`src/rtl/puf_crp_sequencer.sv`:
```
// puf_crp_sequencer
//   Drives an LFSR challenge sequence into a PUF core. Each challenge is held
//   for SETTLE cycles before the 1-bit response is sampled. N_RESP responses
//   are packed into resp_word, and the host consumes it with a valid/ack
//   handshake.
//
// Ports
//   clk         system clock, rising edge
//   rst_n       asynchronous active-low reset
//   start       begin a batch (accepted only when idle)
//   seed        initial challenge, captured on accepted start (0 -> 1)
//   challenge   challenge bus to the PUF
//   response    PUF response bit
//   busy        high from accepted start until the word is acked
//   resp_word   packed responses, bit i = response to challenge i
//   resp_valid  resp_word valid, held until resp_ack
//   resp_ack    host consumes resp_word
//
// state    | meaning
// ---------+----------------------------------------------------------
// S_IDLE   | waiting for start; outputs hold
// S_SETTLE | challenge stable, settle down-counter running
// S_SAMPLE | capture response, advance LFSR, next challenge or finish
// S_DONE   | resp_word presented, waiting for resp_ack
module puf_crp_sequencer #(
    parameter int N_CB   = 64,
    parameter int N_RESP = 32,
    parameter int SETTLE = 4
) (
    input  logic              clk,
    input  logic              rst_n,
    input  logic              start,
    input  logic [N_CB-1:0]   seed,
    output logic [N_CB-1:0]   challenge,
    input  logic              response,
    output logic              busy,
    output logic [N_RESP-1:0] resp_word,
    output logic              resp_valid,
    input  logic              resp_ack
);
    localparam int IDX_W = (N_RESP > 1) ? $clog2(N_RESP) : 1;
    localparam int CNT_W = (SETTLE > 1) ? $clog2(SETTLE) : 1;
    localparam logic [IDX_W-1:0] IDX_LAST = IDX_W'(N_RESP - 1);
    localparam logic [CNT_W-1:0] CNT_LOAD = CNT_W'(SETTLE - 1);

    typedef enum logic [1:0] {
        S_IDLE,
        S_SETTLE,
        S_SAMPLE,
        S_DONE
    } state_t;

    state_t            state, state_d;
    logic [N_CB-1:0]   challenge_d;
    logic [N_RESP-1:0] resp_word_d;
    logic              resp_valid_d;
    logic              busy_d;
    logic [IDX_W-1:0]  idx, idx_d;
    logic [CNT_W-1:0]  settle_cnt, settle_cnt_d;
    logic              fb;

    // x^64 + x^63 + x^61 + x^60 + 1
    assign fb = challenge[N_CB-1] ^ challenge[N_CB-2] ^ challenge[N_CB-4] ^ challenge[N_CB-5];

    always_ff @(posedge clk or negedge rst_n) begin
        if (!rst_n) begin
            state      <= S_IDLE;
            challenge  <= '0;
            resp_word  <= '0;
            resp_valid <= 1'b0;
            busy       <= 1'b0;
            idx        <= '0;
            settle_cnt <= '0;
        end else begin
            state      <= state_d;
            challenge  <= challenge_d;
            resp_word  <= resp_word_d;
            resp_valid <= resp_valid_d;
            busy       <= busy_d;
            idx        <= idx_d;
            settle_cnt <= settle_cnt_d;
        end
    end

    always_comb begin
        state_d      = state;
        challenge_d  = challenge;
        resp_word_d  = resp_word;
        resp_valid_d = resp_valid;
        busy_d       = busy;
        idx_d        = idx;
        settle_cnt_d = settle_cnt;
        case (state)
            S_IDLE: begin
                if (start) begin
                    // an all-zero seed would lock the LFSR at zero
                    challenge_d  = (seed == '0) ? N_CB'(1) : seed;
                    settle_cnt_d = CNT_LOAD;
                    idx_d        = '0;
                    resp_word_d  = '0;
                    busy_d       = 1'b1;
                    state_d      = S_SETTLE;
                end
            end
            S_SETTLE: begin
                if (settle_cnt == '0) begin
                    state_d = S_SAMPLE;
                end else begin
                    settle_cnt_d = settle_cnt - CNT_W'(1);
                end
            end
            S_SAMPLE: begin
                resp_word_d[idx] = response;
                challenge_d      = {challenge[N_CB-2:0], fb};
                if (idx == IDX_LAST) begin
                    resp_valid_d = 1'b1;
                    state_d      = S_DONE;
                end else begin
                    idx_d        = idx + IDX_W'(1);
                    settle_cnt_d = CNT_LOAD;
                    state_d      = S_SETTLE;
                end
            end
            S_DONE: begin
                // a start coinciding with the ack is dropped; host re-asserts
                if (resp_ack) begin
                    resp_valid_d = 1'b0;
                    busy_d       = 1'b0;
                    state_d      = S_IDLE;
                end
            end
            default: state_d = S_IDLE;
        endcase
    end

endmodule

```
`config.mk`:
```
export PLATFORM = sky130hd
export DESIGN_NAME = puf_crp_sequencer
export DESIGN_NICKNAME = d
export VERILOG_FILES = /design/src/rtl/puf_crp_sequencer.sv
export SDC_FILE = /design/constraint.sdc
export NUM_CORES = 1
export LEC_CHECK = 0
export CAP_MARGIN = 20
export CORE_AREA = 4 4 110 112
export DETAILED_ROUTE_END_ITERATION = 12
export DIE_AREA = 0 0 114 116
export PLACE_DENSITY = 0.85
export RECOVER_POWER = 100
export SYNTH_ARGS = -nofsm -noshare
export SYNTH_HDL_FRONTEND = slang
export SYNTH_SLANG_ARGS = --single-unit
```
`constraint.sdc`:
```
create_clock -name clk -period 5 [get_ports clk]
set_clock_uncertainty 0.1 [all_clocks]
set_input_delay 0.5 -clock clk [delete_from_list [all_inputs] [get_ports clk]]
set_output_delay 0.5 -clock clk [all_outputs]
set_load 0.03 [all_outputs]
```
==> impl_metrics.py, run 1 <==
metrics = {
    "run_status": {
        "status": "finished with violations",
        "violations": "max-capacitance violations, max-slew violations",
    },
    "synth": {
        "synthCells": 607,
        "yosysSeqAreaShare_pct": 47.7,
        "synth_edf_count": 0,
        "synth_cell_type_count": 37,
        "syn-cell-area_um2": 5620,
        "synth.ff_latch_count": 107,
        "synth_ff_type": "dfrtp_1",
        "yosysWarnings": 0,
        "synth_nets": 682,
        "avgSynthCellArea_um2": 9.25,
        "async_flop_share_pct": 100,
    },
    "power_and_ir_drop": {
        "leakagePower_nw": 3.15,
        "powerDensity_nw_per_um2": 597,
        "ir_drop_mv": 0.371,
    },
    "worst_hold_path": {
        "hold_class": "in -> async",
    },
    "setup_path": {
        "required_ns": 5.11,
        "path_delay_family": "buffers and inverters",
        "cp_cell_sequence": "buf_4, nor2b_1, clkbuf_2, a22oi_1, o21ai_0",
        "cp.arrival_ns": 3.49,
        "end_kind": "flop",
        "startpoint_type": "flop",
        "crit_path_max_fanout": 63,
        "max_stage_delay_ns": 0.91,
        "critical_path_class": "reg -> reg",
        "crit_buf_inv": 2,
        "slowest_stage": "dfrtp_1",
    },
    "clock_network": {
        "cts_tree": "built",
        "clock_latency_ns": 0.34,
        "clock-sinks": 107,
        "cts_root_buf": "clkbuf_16",
        "cts.reportedPaths.clkPinSlew_ns": 0.07,
        "cts_made_buffers": 9,
        "cts_hold_buf": 0,
        "post_cts_buffers": 0,
        "cts_max_path_buffers": 2,
        "htreeDepth": 3,
        "cts_resized": 0,
    },
    "global_route": {
        "grt_pass1_vias": 5251,
        "antenna_found_initial": 0,
        "grt_max_degree": 77,
        "grtUsageTotal_pct": 25.0,
        "grt_pass1_wl_um": 26700,
        "grt_overflow_total": 0,
    },
    "sta": {
        "drv_slew": 42,
        "finalHoldViolCount": 0,
        "tns_ns": 0,
        "slew-limit-headroom_pct": -52.1,
        "worstMarginPinSlew_ns": 2.28,
        "max_freq_mhz": 295,
        "period_share_pct": 67.7,
        "setup_viol": 0,
        "worst_slack_ns": 1.61,
        "rsz0062_at_grt": "false",
        "post-route-min-period_ns": 3.39,
    },
    "flow_run": {
        "drv_cap": 1,
    },
    "floorplanning": {
        "rows": 39,
        "ios": 167,
        "core_area_um2": 11200,
        "fp.dieH_um": 116,
        "start_util_pct": 50.0,
        "die_w_um": 114,
        "die_area_um2": 13200,
    },
    "finish": {
        "area_growth_pct": 34.4,
        "final_common_cell": "dfrtp_1",
        "regArea_um2": 2680,
        "multi_input_area_um2": 2640,
        "mostFrequentLayoutCells": "dfrtp_1, dlygate4sd3_1, a21oi_1",
        "final_nets": 814,
        "drive_gt1_share_pct": 4.03,
        "diodes": 0,
        "fill_cells": 897,
    },
    "drt": {
        "drt_wl_total_um": 16800,
        "drtIter0Drc": 562,
        "vias": 5469,
        "firstDrtPassIters": 5,
        "avgRoutedWirePerCell_um": 18.9,
        "drc_errors": 0,
        "drtAntennaViolNets": 0,
        "vias_per_cell": 6.17,
    },
    "place": {
        "gp_congestion": 0.910,
        "place_ws_ns": 2.13,
        "numPortBuffers": 166,
        "dp_hpwl_um": 11400,
    },
}
cell usage after synthesis, types with 2 or more instances:
library cell | n | area (um^2)
buf_2 | 18 | 90.1
or3b_2 | 2 | 17.5
ha_1 | 6 | 75.1
nor2_1 | 8 | 30.0
a22o_1 | 2 | 17.5
nand2b_1 | 3 | 18.8
o21ai_0 | 67 | 335
nor3b_1 | 2 | 15.0
nand2_1 | 43 | 161
and3b_1 | 2 | 17.5
clkbuf_1 | 24 | 90.1
buf_4 | 8 | 60.1
inv_1 | 4 | 15.0
and2_1 | 5 | 31.3
and3_1 | 2 | 12.5
xor2_1 | 3 | 26.3
or3_1 | 2 | 12.5
nand3_1 | 33 | 165
a22oi_1 | 63 | 473
dfrtp_1 | 107 | 2680
o211ai_1 | 33 | 248
nor4_1 | 17 | 106
nor3_1 | 3 | 15.0
nor2b_1 | 64 | 400
nand3b_1 | 2 | 15.0
nand4_1 | 5 | 31.3
a21oi_1 | 68 | 340
buf_6 | 2 | 22.5
flip-flops by register name, indices dropped and copies added, names as in the netlist:
| signal | flops |
|---|---|
| idx | 5 |
| resp_word | 32 |
| busy | 1 |
| settle_cnt | 2 |
| state | 2 |
| resp_valid | 1 |
| challenge | 64 |
power by group:
group | switching [mW] | total [mW] | internal, mW
clock | 0.326 | 0.744 | 0.418
sequential | 0.385 | 1.56 | 1.18
combinational | 1.30 | 2.20 | 0.904
total | 2.01 | 4.51 | 2.50
worst paths after layout:
check	from	end	slack (ns)	depth (start not counted)
setup reg to reg	state[0]	challenge[26]	1.61	5
max in group asynchronous	rst_n	challenge[5]	2.01	2
setup / recovery	state[0]	challenge[26]	1.61	5
hold / removal	rst_n	resp_word[6]	0.17	1
min in group clk	settle_cnt[0]	settle_cnt[0]	0.40	1
hold reg to reg	settle_cnt[0]	settle_cnt[0]	0.40	1
area by class of cell:
class | instances | area share, %
multi-input combinational | 444 | 35.0
sequential | 107 | 35.5
clock buffer | 11 | 3.35
clock inverter | 5 | 0.796
inverter | 4 | 0.199
timing repair buffer | 173 | 22.8
tap | 143 | 2.37
stage by stage:
step | cells | total power [mW] | util [%] | hold slack, ns | cell area [um^2]
after floorplan | 607 | 2.97 | - | 0.104 | 5620
after global placement | 869 | 3.78 | 64.4 | 0.357 | 7230
after detailed placement | 869 | 3.85 | 64.4 | 0.390 | 7230
after CTS | 885 | 4.60 | 67.2 | 0.196 | 7550
after global routing | 887 | 4.77 | 67.2 | 0.249 | 7550
final | 887 | 4.51 | 67.2 | 0.169 | 7550
metal layers:
metal  share of wire (%)  GRT usage, %  vias to the layer above
li1                    -             -                     2492
met1                  41          34.9                     2660
met2                  48          38.8                      289
met3                 8.7          5.48                       28
met4                 2.0          8.39                        0
met5                   0             0                        -
kinds of logic after synthesis:
group,Yosys count,synth area share [%]
AO/OA/AOI/OAI,236,25.6
buffers and inverters,56,4.95
flip-flops,107,47.7
adder cells (fa/ha/maj),6,1.34
multiplexers,1,0.201
AND/OR/NAND/NOR,197,19.6
XOR/XNOR,4,0.624
(Power assumes the default switching activity.)
==> run 2: changes to the inputs <==
--- a/config.mk
+++ b/config.mk
@@ -6,10 +6,10 @@
 export NUM_CORES = 1
 export LEC_CHECK = 0
 export CAP_MARGIN = 20
-export CORE_AREA = 4 4 110 112
+export CORE_AREA = 4 4 114 116
 export DETAILED_ROUTE_END_ITERATION = 12
-export DIE_AREA = 0 0 114 116
-export PLACE_DENSITY = 0.85
+export DIE_AREA = 0 0 118 120
+export PLACE_DENSITY = 0.79
 export RECOVER_POWER = 100
 export SYNTH_ARGS = -nofsm -noshare
 export SYNTH_HDL_FRONTEND = slang
==> constraint.sdc (replaced) <==
create_clock -name clk -period 3.3 [get_ports clk]
set_clock_uncertainty 0.1 [all_clocks]
set_input_delay 0.33 -clock clk [delete_from_list [all_inputs] [get_ports clk]]
set_output_delay 0.33 -clock clk [all_outputs]
set_load 0.03 [all_outputs]
==> run 2 against run 1 <==
  * The run still ends with max-capacitance violations, max-slew violations left
  * Critical path depth is 1 lower
  * Highest routed layer unchanged
  * Register-to-register slack worse by 1.1 ns
  * Largest cell class unchanged
  * Sequential cell count stayed put
  * Design area is 0.15% lower
  * Utilization is 4.0 points lower
  * Final cell count is 0.56% higher
==> impl_metrics.py, run 2 (same netlist as run 1, synthesis figures left out) <==
metrics = {
    "run_status": {
        "status": "finished with violations",
        "violations": "max-capacitance violations, max-slew violations",
    },
    "finish": {
        "drive_gt1_share_pct": 4.43,
        "diodes": 0,
        "area_growth_pct": 34.2,
        "final_cells": 892,
        "final_common_cell": "dfrtp_1",
        "top_regs": "challenge (64), resp_word (32), idx (5)",
        "largest_reg_flops": 64,
        "top_register": "challenge",
        "final_nets": 815,
        "fill_cells": 997,
        "mostFrequentLayoutCells": "dfrtp_1, dlygate4sd3_1, a21oi_1",
    },
    "global_route": {
        "antenna_found_initial": 0,
        "grt_pass1_wl_um": 28000,
        "grt_pass1_vias": 5521,
        "grtUsageTotal_pct": 23.9,
        "grt_overflow_total": 0,
        "grt_max_degree": 68,
    },
    "setup_path": {
        "path_delay_family": "simple AND/OR/NAND/NOR gates",
        "max_stage_delay_ns": 0.90,
        "r2r_setup_slack_ns": 0.49,
        "cp.arrival_ns": 2.98,
        "cp_cell_sequence": "nor2b_4, nand2_1, or3_1, a21oi_1",
        "startpoint_type": "flop",
        "crit_buf_inv": 0,
        "critical_path_class": "reg -> reg",
        "required_ns": 3.47,
        "crit_path_max_fanout": 37,
        "slowest_stage": "dfrtp_1",
        "end_kind": "flop",
    },
    "power_and_ir_drop": {
        "leakagePower_nw": 3.15,
        "ir_drop_mv": 0.625,
        "powerDensity_nw_per_um2": 895,
        "p_total_mw": 6.74,
    },
    "drt": {
        "avgRoutedWirePerCell_um": 19.0,
        "drtAntennaViolNets": 0,
        "vias_per_cell": 6.05,
        "drc_errors": 0,
        "firstDrtPassIters": 5,
        "drtIter0Drc": 674,
        "drt_wl_total_um": 17000,
        "vias": 5394,
    },
    "sta": {
        "period_share_pct": 85.1,
        "worstMarginPinSlew_ns": 1.67,
        "max_freq_mhz": 356,
        "setup_viol": 0,
        "rsz0062_at_grt": "false",
        "finalHoldViolCount": 0,
        "hold_ws_ns": 0.317,
        "post-route-min-period_ns": 2.81,
        "tns_ns": 0,
        "slew-limit-headroom_pct": -11.5,
        "drv_slew": 68,
    },
    "floorplanning": {
        "core_area_um2": 11900,
        "ios": 167,
        "start_util_pct": 47.1,
        "die_w_um": 118,
        "fp.dieH_um": 120,
        "rows": 40,
        "die_area_um2": 14200,
    },
    "place": {
        "numPortBuffers": 166,
        "gp_congestion": 0.899,
        "dp_hpwl_um": 11900,
        "place_inst": 876,
    },
    "worst_hold_path": {
        "hold_class": "in -> async",
    },
    "clock_network": {
        "cts_resized": 0,
        "cts_root_buf": "clkbuf_16",
        "cts.reportedPaths.clkPinSlew_ns": 0.07,
        "clock_latency_ns": 0.35,
        "cts_hold_buf": 0,
        "clock-sinks": 107,
        "cts_max_path_buffers": 2,
        "cts_tree": "built",
        "post_cts_buffers": 0,
        "cts_made_buffers": 9,
        "htreeDepth": 3,
    },
    "flow_run": {
        "drv_cap": 1,
    },
}
==> run 2: final cells by class <==
type	instances	area [um^2]	share of cell area [%]
clock buffers	10	239	3.17
clock inverters	6	48.8	0.648
repair buffers	174	1720	22.8
multi-input cells	444	2650	35.1
well taps	147	184	2.44
flip-flops and latches	107	2680	35.5
inverters	4	15.0	0.199
==> run 2: final timing paths <==
check                              start             to  cells past startpoint
setup / recovery                state[0]         idx[2]                      4
hold reg to reg            settle_cnt[0]  settle_cnt[0]                      1
min in group clk           settle_cnt[0]  settle_cnt[0]                      1
setup reg to reg                state[0]         idx[2]                      4
max in group asynchronous          rst_n  resp_word[24]                      2
hold / removal                     rst_n   resp_word[9]                      1
==> run 2: per-layer routing <==
| layer | vias up | track usage, % | part of all wire [%] |
|---|---|---|---|
| li1 | 2497 | - | - |
| met1 | 2608 | 31.6 | 41 |
| met2 | 261 | 39.3 | 48 |
| met3 | 28 | 5.84 | 8.9 |
| met4 | 0 | 6.74 | 1.7 |
| met5 | - | 0 | 0 |
==> run 2: power breakdown <==
part | internal, mW | switching (mW)
clock | 0.541 | 0.498
combinational | 1.37 | 1.91
sequential | 1.78 | 0.644
total | 3.69 | 3.05
==> run 2: metrics by stage <==
| step | cell area (um^2) | util, % | setup WS (ns) |
|---|---|---|---|
| 6_report | 7540 | 63.3 | 0.490 |
| 3_5_place_dp | 7290 | 61.2 | 0.957 |
| 5_1_grt | 7540 | 63.3 | 0.372 |
| 2_1_floorplan | 5620 | - | 1.37 |
| 3_3_place_gp | 7290 | 61.2 | 1.02 |
| 4_1_cts | 7570 | 63.6 | 0.893 |
